`src/rtl/fetch_pkg.sv`:
```
// fetch_pkg: definitions shared by the instruction fetch unit and its branch
// target table.
//   - fetch_state_e : fetch sequencer states (IDLE, RUN, HALT)
//   - OPCODE_W      : opcode field width; the field sits in the top bits of
//                     the instruction word
//   - HALT_FILL     : fill bit for the default halt encoding (all-ones of any
//                     instruction width)
//   - lut_target()  : constant contents of the branch-target table
package fetch_pkg;

  typedef enum logic [1:0] {
    ST_IDLE = 2'd0,
    ST_RUN  = 2'd1,
    ST_HALT = 2'd2
  } fetch_state_e;

  // The opcode occupies instruction bits [INST_W-1 -: OPCODE_W].
  localparam int OPCODE_W = 3;

  localparam int   DEFAULT_INST_W = 9;
  localparam logic HALT_FILL      = 1'b1;

  localparam int PERF_CNT_W = 16;

  // Branch-target table contents: entry i holds i*13+1. The caller truncates
  // the result to its PC width, so narrow PCs see the value modulo 2^PC_W.
  localparam int LUT_STRIDE = 13;
  localparam int LUT_BASE   = 1;

  function automatic int lut_target(input int idx);
    return idx * LUT_STRIDE + LUT_BASE;
  endfunction

endpackage

```
`src/rtl/branch_lut.sv`:
```
// branch_lut: constant branch-target table with 2^LUT_W entries of PC_W bits.
// The read is purely combinational.
// Ports:
//   target_idx in  LUT_W : table index
//   target_pc  out PC_W  : branch target PC stored at target_idx
module branch_lut
  import fetch_pkg::*;
#(
  parameter int PC_W  = 10,
  parameter int LUT_W = 5
) (
  input  logic [LUT_W-1:0] target_idx,
  output logic [PC_W-1:0]  target_pc
);

  logic [PC_W-1:0] entries [2**LUT_W];

  for (genvar i = 0; i < 2**LUT_W; i++) begin : g_entry
    assign entries[i] = PC_W'(lut_target(i));
  end

  assign target_pc = entries[target_idx];

endmodule

```
`src/rtl/fetch_unit.sv`:
```
// fetch_unit: program counter sequencer for a small instruction ROM.
//
// A Start pulse launches a run from PC 0. Each unstalled RUN cycle the PC
// advances by one or is redirected to a branch-table target. The run stops in
// HALT either on the halt instruction or on PC overflow; overflow also raises
// the sticky Fault flag. Reset is synchronous and active-low.
//
// Optional build macro: FETCH_PERF_CNT_EN adds saturating RUN-cycle and
// taken-branch counters (CycleCnt, BranchCnt).
//
// Ports:
//   Clk          in  1          clock
//   Reset_n      in  1          synchronous active-low reset
//   Start        in  1          begin a run from PC 0 (ignored while running)
//   Stall        in  1          hold the PC this cycle
//   BranchTaken  in  1          redirect to LUT[TargetIdx] on the next edge
//   TargetIdx    in  LUT_W      branch-target table index
//   InstIn       in  INST_W     ROM read data at InstAddr
//   InstAddr     out PC_W       current PC
//   ALUOp        out 3          opcode of InstIn, 0 outside RUN
//   Valid        out 1          high in RUN
//   Done         out 1          high in HALT
//   Fault        out 1          sticky PC-overflow flag
//   CycleCnt     out 16         RUN cycles     (FETCH_PERF_CNT_EN only)
//   BranchCnt    out 16         taken branches (FETCH_PERF_CNT_EN only)
module fetch_unit
  import fetch_pkg::*;
#(
  parameter int                PC_W      = 10,
  parameter int                INST_W    = DEFAULT_INST_W,
  parameter logic [INST_W-1:0] HALT_INST = {INST_W{HALT_FILL}},
  parameter int                LUT_W     = 5
) (
  input  logic                Clk,
  input  logic                Reset_n,
  input  logic                Start,
  input  logic                Stall,
  input  logic                BranchTaken,
  input  logic [LUT_W-1:0]    TargetIdx,
  input  logic [INST_W-1:0]   InstIn,
  output logic [PC_W-1:0]     InstAddr,
  output logic [OPCODE_W-1:0] ALUOp,
  output logic                Valid,
  output logic                Done,
  output logic                Fault
`ifdef FETCH_PERF_CNT_EN
  ,
  output logic [PERF_CNT_W-1:0] CycleCnt,
  output logic [PERF_CNT_W-1:0] BranchCnt
`endif
);

  fetch_state_e    state_q, state_d;
  logic [PC_W-1:0] pc_q, pc_d;
  logic            fault_q, fault_d;
  logic [PC_W-1:0] branch_target;
  logic            advance;
  logic            is_halt;
  logic            pc_at_max;

  branch_lut #(
    .PC_W  (PC_W),
    .LUT_W (LUT_W)
  ) u_branch_lut (
    .target_idx (TargetIdx),
    .target_pc  (branch_target)
  );

  assign advance   = (state_q == ST_RUN) && !Stall;
  assign is_halt   = (InstIn == HALT_INST);
  assign pc_at_max = &pc_q;

  // Halt beats branch, and branch beats overflow: a branch from the last
  // address is legal, only a fall-through past it faults. Halting and
  // faulting both freeze the PC so the stop address stays visible.
  always_comb begin
    state_d = state_q;
    pc_d    = pc_q;
    fault_d = fault_q;
    case (state_q)
      ST_IDLE, ST_HALT: begin
        if (Start) begin
          state_d = ST_RUN;
          pc_d    = '0;
          fault_d = 1'b0;
        end
      end
      ST_RUN: begin
        if (advance) begin
          if (is_halt) begin
            state_d = ST_HALT;
          end else if (BranchTaken) begin
            pc_d = branch_target;
          end else if (pc_at_max) begin
            state_d = ST_HALT;
            fault_d = 1'b1;
          end else begin
            pc_d = pc_q + PC_W'(1);
          end
        end
      end
      default: begin
        state_d = ST_IDLE;
        pc_d    = '0;
        fault_d = 1'b0;
      end
    endcase
  end

  always_ff @(posedge Clk) begin
    if (!Reset_n) begin
      state_q <= ST_IDLE;
      pc_q    <= '0;
      fault_q <= 1'b0;
    end else begin
      state_q <= state_d;
      pc_q    <= pc_d;
      fault_q <= fault_d;
    end
  end

  assign InstAddr = pc_q;
  assign Valid    = (state_q == ST_RUN);
  assign Done     = (state_q == ST_HALT);
  assign Fault    = fault_q;
  assign ALUOp    = Valid ? InstIn[INST_W-1 -: OPCODE_W] : '0;

`ifdef FETCH_PERF_CNT_EN
  logic [PERF_CNT_W-1:0] cycle_cnt_q, cycle_cnt_d;
  logic [PERF_CNT_W-1:0] branch_cnt_q, branch_cnt_d;

  // A branch counts only when it actually redirects the PC, so a halt in
  // the same cycle suppresses it. Counters clear only when a Start is
  // accepted, which can happen only outside RUN.
  always_comb begin
    cycle_cnt_d  = cycle_cnt_q;
    branch_cnt_d = branch_cnt_q;
    if (state_q != ST_RUN) begin
      if (Start) begin
        cycle_cnt_d  = '0;
        branch_cnt_d = '0;
      end
    end else begin
      if (cycle_cnt_q != '1) begin
        cycle_cnt_d = cycle_cnt_q + PERF_CNT_W'(1);
      end
      if (advance && !is_halt && BranchTaken && (branch_cnt_q != '1)) begin
        branch_cnt_d = branch_cnt_q + PERF_CNT_W'(1);
      end
    end
  end

  always_ff @(posedge Clk) begin
    if (!Reset_n) begin
      cycle_cnt_q  <= '0;
      branch_cnt_q <= '0;
    end else begin
      cycle_cnt_q  <= cycle_cnt_d;
      branch_cnt_q <= branch_cnt_d;
    end
  end

  assign CycleCnt  = cycle_cnt_q;
  assign BranchCnt = branch_cnt_q;
`endif

endmodule

```
`config.mk`:
```
export PLATFORM = sky130hd
export DESIGN_NAME = fetch_unit
export DESIGN_NICKNAME = d
export VERILOG_FILES = /design/src/rtl/fetch_pkg.sv /design/src/rtl/branch_lut.sv /design/src/rtl/fetch_unit.sv
export SDC_FILE = /design/constraint.sdc
export NUM_CORES = 1
export LEC_CHECK = 0
export CAP_MARGIN = 10
export CORE_MARGIN = 2
export CORE_UTILIZATION = 47
export DETAILED_ROUTE_END_ITERATION = 16
export PLACE_DENSITY = 0.88
export SLEW_MARGIN = 15
export SYNTH_ARGS = -nofsm -noshare
export SYNTH_HDL_FRONTEND = slang
export SYNTH_SLANG_ARGS = --single-unit
```
`constraint.sdc`:
```
create_clock -name Clk -period 2.14 [get_ports Clk]
set_clock_uncertainty 0.05 [all_clocks]
set_input_delay 0.321 -clock Clk [delete_from_list [all_inputs] [get_ports Clk]]
set_output_delay 0.321 -clock Clk [all_outputs]
set_load 0.02 [all_outputs]
```
-- Word level (Yosys, flattened, before mapping)
Memory sizes are Yosys's and may differ from the RTL's.
Index checks and enable logic that the tools add are counted.
- flip-flop bits (word level): 13
- bits in read-only memories: 320
- input bits: 19
- output and inout port bits: 16
- memories: 1
- add/subtract/negate cells: 1
- $lt $le $gt $ge: 1
- eq/ne operators: 11
- muxes and demuxes: 21
- bitwise logic cells: 1
- reductions and logical operators: 8
- memory list (memory ; depth ; bits a word ; rd ports ; clocked after Yosys merged registers in ; write ports ; RTL line ; source):
    (name not given) ; 32 ; 10 ; 1 ; 0 ; 0 ; branch_lut.sv:22 ; assign target_pc = entries[target_idx];
- operators with widths (operator ; number):
    $mux 10 ; 7
    $pmux 10 s2 ; 1
    $add 10x1->10 const B ; 1
    $mux 2 ; 5
    $reduce_and 10->1 ; 1
    $eq 9x9->1 const B ; 1
    $reduce_and 4->1 ; 2
    $ge 6x6->1 const B ; 1
    $ne 2x2->1 const B ; 3
    $not 5->6 ; 1
    $mux 1 ; 5
    $reduce_and 5->1 ; 1
    $ne 2x1->1 const B ; 2
    $pmux 2 s2 ; 1
    $mux 3 ; 1
    $ne 3x1->1 const B ; 1
    $ne 3x2->1 const B ; 1
    $ne 3x3->1 const B ; 1
    $eq 2x1->1 const B ; 1
    $eq 2x2->1 const B ; 1
    $logic_not 2->1 ; 1
    $pmux 1 s2 ; 1
    $reduce_or 2->1 ; 1
    $logic_and 1x1->1 ; 1
    $logic_not 1->1 ; 1

-- Longest topological paths before layout
- depth in word-level cells: 8
- depth in mapped cells: 7
- mapped depth without buffers: 7

-- Modules after synthesis
Synthesis repeated with hierarchy kept, for this count alone.
- cells, all modules: 170
- area, all modules: 1335.0 sq um
- modules (own cells, without submodules) (module ; times used ; cells an instance ; area each (sq um) ; sequential area each (sq um)):
    fetch_unit ; 1 ; 122 ; 965.9 ; 260.2
    branch_lut ; 1 ; 48 ; 369.1 ; 0.0

-- Worst setup path after synthesis
No wires, ideal clock.
- path type: register to register
- start point: register pc_q[0] (netlist: InstAddr[0])
- end point: register pc_q[2] (netlist: InstAddr[2])
- library setup time: 119 ps
- arrival: 1863 ps
- data required time: 1971 ps
- path slack: 108 ps
- cell stages (with the launch flop): 7
- path buffers: 0
- clock period less this slack: 2032 ps
- cell sequence: dfxtp_1 > ha_1 > inv_1 > or4_4 > a21bo_4 > a21oi_1 > o221a_2
- word-level cells in the longest chain between the ends: 6
- elaborated cells on any way between the ends: 9
- classes of those cells: add/sub (1); eq/ne (1); mux (5); reduce/logical (2)
- ends and longest elaborated chain (element ; RTL line ; source):
    start, declared ; fetch_unit.sv:54 ; logic [PC_W-1:0] pc_q, pc_d;
    start signal, assigned ; fetch_unit.sv:117 ; pc_q <= pc_d;
    $add 10x1->10 ; fetch_unit.sv:98 ; pc_d = pc_q + PC_W'(1);
    $mux 10 ; fetch_unit.sv:94 ; end else if (pc_at_max) begin
    $mux 10 ; fetch_unit.sv:92 ; end else if (BranchTaken) begin
    $mux 10 ; fetch_unit.sv:90 ; if (is_halt) begin
    $mux 10 ; fetch_unit.sv:89 ; if (advance) begin
    $pmux 10 s2 ; fetch_unit.sv:80 ; case (state_q)
Parallel ways exist; a longest one is shown, timed or not. The select of a mux whose other input is x is not followed.
A chain may end at the register's enable or synchronous reset.

-- Final worst setup path
- start point: input BranchTaken
- end point: register pc_q[7] (netlist: InstAddr[7])
- word-level cells in the longest chain between the ends: 4
- elaborated cells on any way between the ends: 6
- classes of those cells: eq/ne (1); mux (4); reduce/logical (1)
- ends and longest elaborated chain (element ; RTL line ; source):
    start, declared ; fetch_unit.sv:38 ; input logic BranchTaken,
    $mux 10 ; fetch_unit.sv:92 ;
    $mux 10 ; fetch_unit.sv:90 ;
    $mux 10 ; fetch_unit.sv:89 ;
    $pmux 10 s2 ; fetch_unit.sv:80 ;
Parallel ways exist; a longest one is shown, timed or not. The select of a mux whose other input is x is not followed.

==> summary.txt <==
Die
  – Core footprint: approximately 0.0025 sq mm
  – Die H: 54.8 um
  – Io pins: 35
  – Die area: about 0.0030 sq mm
  – Initial Util: 49.4%
  – Std cell rows: 18
  – DIE WIDTH: between 50 and 60 um

Routing
  – Router iterations before antenna repair: 4
  – Vias per cell: approximately 5.7
  – Initial DRC Count: 46
  – ANT nets after route: 0
  – DR vias: around 1300
  – Routed wire length: 3430 um
  – Routed len/inst: 14.6 um
  – # DRC: 0

Setup path
  – Worst setup path category: in -> reg
  – Worst Setup End Kind: register
  – Worst R2R End: InstAddr[7]$_SDFFE_PN0P_
  – Arr. time, crit path: 2.13 ns
  – Setup slack, reg-to-reg: 0.19 ns
  – CP cell instances: clkdlybuf4s50_1 -> or3b_1 -> or4_4 -> a21bo_4 -> buf_4 -> nand3_1 -> o41ai_1
  – Setup crit end: InstAddr[7]$_SDFFE_PN0P_
  – Worst endpoint required time: about 2.3 ns
  – Worst path slowest cell: clkdlybuf4s50_1
  – Crit path from: BranchTaken
  – Worst Path Max Fanout: 9
  – Reg2reg path depth: 7
  – CP max stage delay: ~0.44 ns
  – Launch point of the worst reg-to-reg path: InstAddr[1]$_SDFFE_PN0P_
  – Setup crit start kind: primary input

Timing
  – Setup TNS: 0 ns
  – Worst slew pin tran: about 0.43 ns
  – Slew Limit Fails: 0
  – Final period util: 92.9%
  – Final hold vios: 0
  – RSZ-0062 raised after global routing: false
  – Minimum clock period: approximately 2.0 ns
  – Slew HR: between 70% and 80%
  – Max Clk Rate: around 500 MHz
  – # setup viols final: 0

Yosys
  – Top cells by area, synth: dfxtp_1, ha_1, mux2i_1, inv_1, nand2_1
  – EDFF count, synth: 0
  – Syn Area/Cell: 7.87 sq um
  – Synth Instances: 154
  – Async SR Flop Fraction: 0%
  – Share of the synthesized area in the top cell type: between 20% and 30%
  – Synth area leader: dfxtp_1
  – Syn nets: approximately 180
  – Netlist Area Pre-Place: 0.00121 sq mm
  – Predominant post-synthesis flop cell: dfxtp_1
  – Synthesized flop and latch total: 13
  – Sequential fraction of the synthesis area: about 21%
  – Cell variety after synth: 47
  – Yosys Warn Count: 0

Flow run
  – Max Cap Viol: 0

Place
  – DP Area: between 0.0015 and 0.002 sq mm
  – DP HPWL: 2680 um
  – RePlAce Congestion: 0.973
  – Placed cells: around 230
  – # port buffers: 34

Clocking
  – Hold_buf cts: 0
  – Clock transition at path regs: roughly 0.1 ns
  – Clock buffer depth: 2
  – H-Tree Depth: 1
  – Post-CTS setup buffer count: 0
  – Post_cts resized: 4
  – CTS tree: built
  – Root buffer cell: clkbuf_4
  – TritonCTS Buffers: 3
  – Clock sinks: 13
  – Worst-skew pair later-pin latency: 0.30 ns

Cells and area
  – Fraction of layout cells with a size suffix above 1: between 10% and 20%
  – Nets: around 230
  – Fill cells: 188
  – Most common cell after layout, fill and taps aside: clkdlybuf4s50_1
  – Finished Cell Area: roughly 0.0017 sq mm
  – Multi-input gate area: approximately 860 sq um
  – Non-filler cells, final: ~240
  – Area grow syn2layout: 42.3%
  – Most frequent cells in the layout: clkdlybuf4s50_1, buf_4, dfxtp_1
  – Sequential Area: approximately 260 sq um
  – Diode count: 0

Global routing
  – Largest net degree at the start of global routing: 19
  – Tot GR Track Use: roughly 26%
  – Vias in the first global route: between 1000 and 1500
  – Grt ovf: 0
  – First-pass GRT wire length: ~5600 um
  – Initial antenna violation count: 0

Hold path
  – Hold WC Path Type: reg -> reg

Power and ir drop
  – Leakage power: about 0.73 nW
  – Worst vdd ir: 499 uV
  – PD cells: approximately 400 mW/mm^2

Outcome
  – Status: completed
## registers in the layout (all words and copies together), names as in the netlist
name	flops
state_q	2
InstAddr	10
Fault	1
## area by class of cell
| class | instances | share of cell area (%) |
|---|---|---|
| multi-input cells | 122 | 49.9 |
| repair buffers | 55 | 28.8 |
| flip-flops and latches | 13 | 15.2 |
| inverters | 11 | 2.39 |
| well taps | 30 | 2.18 |
| clock buffers | 3 | 1.31 |
| clock inverters | 1 | 0.290 |
## metrics by stage
stage | util (%) | total power, mW | hold WS, ns | setup WS [ns]
6_report | 70.3 | 0.696 | 0.409 | 0.151
4_1_cts | 70.2 | 0.695 | 0.414 | 0.00880
5_1_grt | 70.3 | 0.724 | 0.453 | 0.0767
3_5_place_dp | 69.2 | 0.530 | 0.400 | -0.155
2_1_floorplan | - | 0.410 | 0.419 | 0.108
3_3_place_gp | 69.2 | 0.522 | 0.388 | -0.104
## cell families after synthesis
family	share of synthesized area (%)
multiplexers	4.13
flip-flops	21.5
AO/OA/AOI/OAI	27.5
AND/OR/NAND/NOR	26.8
XOR/XNOR	4.33
adder cells (fa/ha/maj)	8.26
buffers and inverters	7.53
## synthesized netlist by cell type, drive strengths merged (4+ instances only)
cell type   n
ha          8
o21ai       7
a31oi       4
xnor2       4
inv        11
nor3        5
a21oi       6
dfxtp      13
nand2b      6
nand4       4
nand3       8
nand2      13
nor2       10
mux2i       5
and2        4
clkbuf      5
## worst min path at each step
| stage | from | to | slack (ns) | depth (start not counted) |
|---|---|---|---|---|
| after floorplan | Reset_n | InstAddr[4]$_SDFFE_PN0P_ | 0.42 | 2 |
| after global placement | Fault$_SDFFE_PN0P_ | Fault$_SDFFE_PN0P_ | 0.39 | 2 |
| after detailed placement | Fault$_SDFFE_PN0P_ | Fault$_SDFFE_PN0P_ | 0.40 | 2 |
| after CTS | Fault$_SDFFE_PN0P_ | Fault$_SDFFE_PN0P_ | 0.41 | 2 |
| after global routing | Fault$_SDFFE_PN0P_ | Fault$_SDFFE_PN0P_ | 0.45 | 2 |
| final | Fault$_SDFFE_PN0P_ | Fault$_SDFFE_PN0P_ | 0.41 | 2 |
## metal layers
layer  vias up  track usage [%]  part of all wire [%]
li1        669                -                     -
met1       621             36.0                    46
met2        49             39.3                    46
met3        10             4.37                   5.3
met4         0             10.8                   2.5
met5         -                0                     0
## critical path: cells and delay by family
family	cells	cell delay (ns)
buffers and inverters	2	0.60
AO/OA/AOI/OAI	2	0.34
AND/OR/NAND/NOR	3	0.88
## power breakdown
group / total, mW / internal (mW) / switching [mW]
logic: 0.262 / 0.134 / 0.129
registers: 0.265 / 0.252 / 0.0124
clock network: 0.169 / 0.0697 / 0.0995
(Power assumes the default switching activity.)
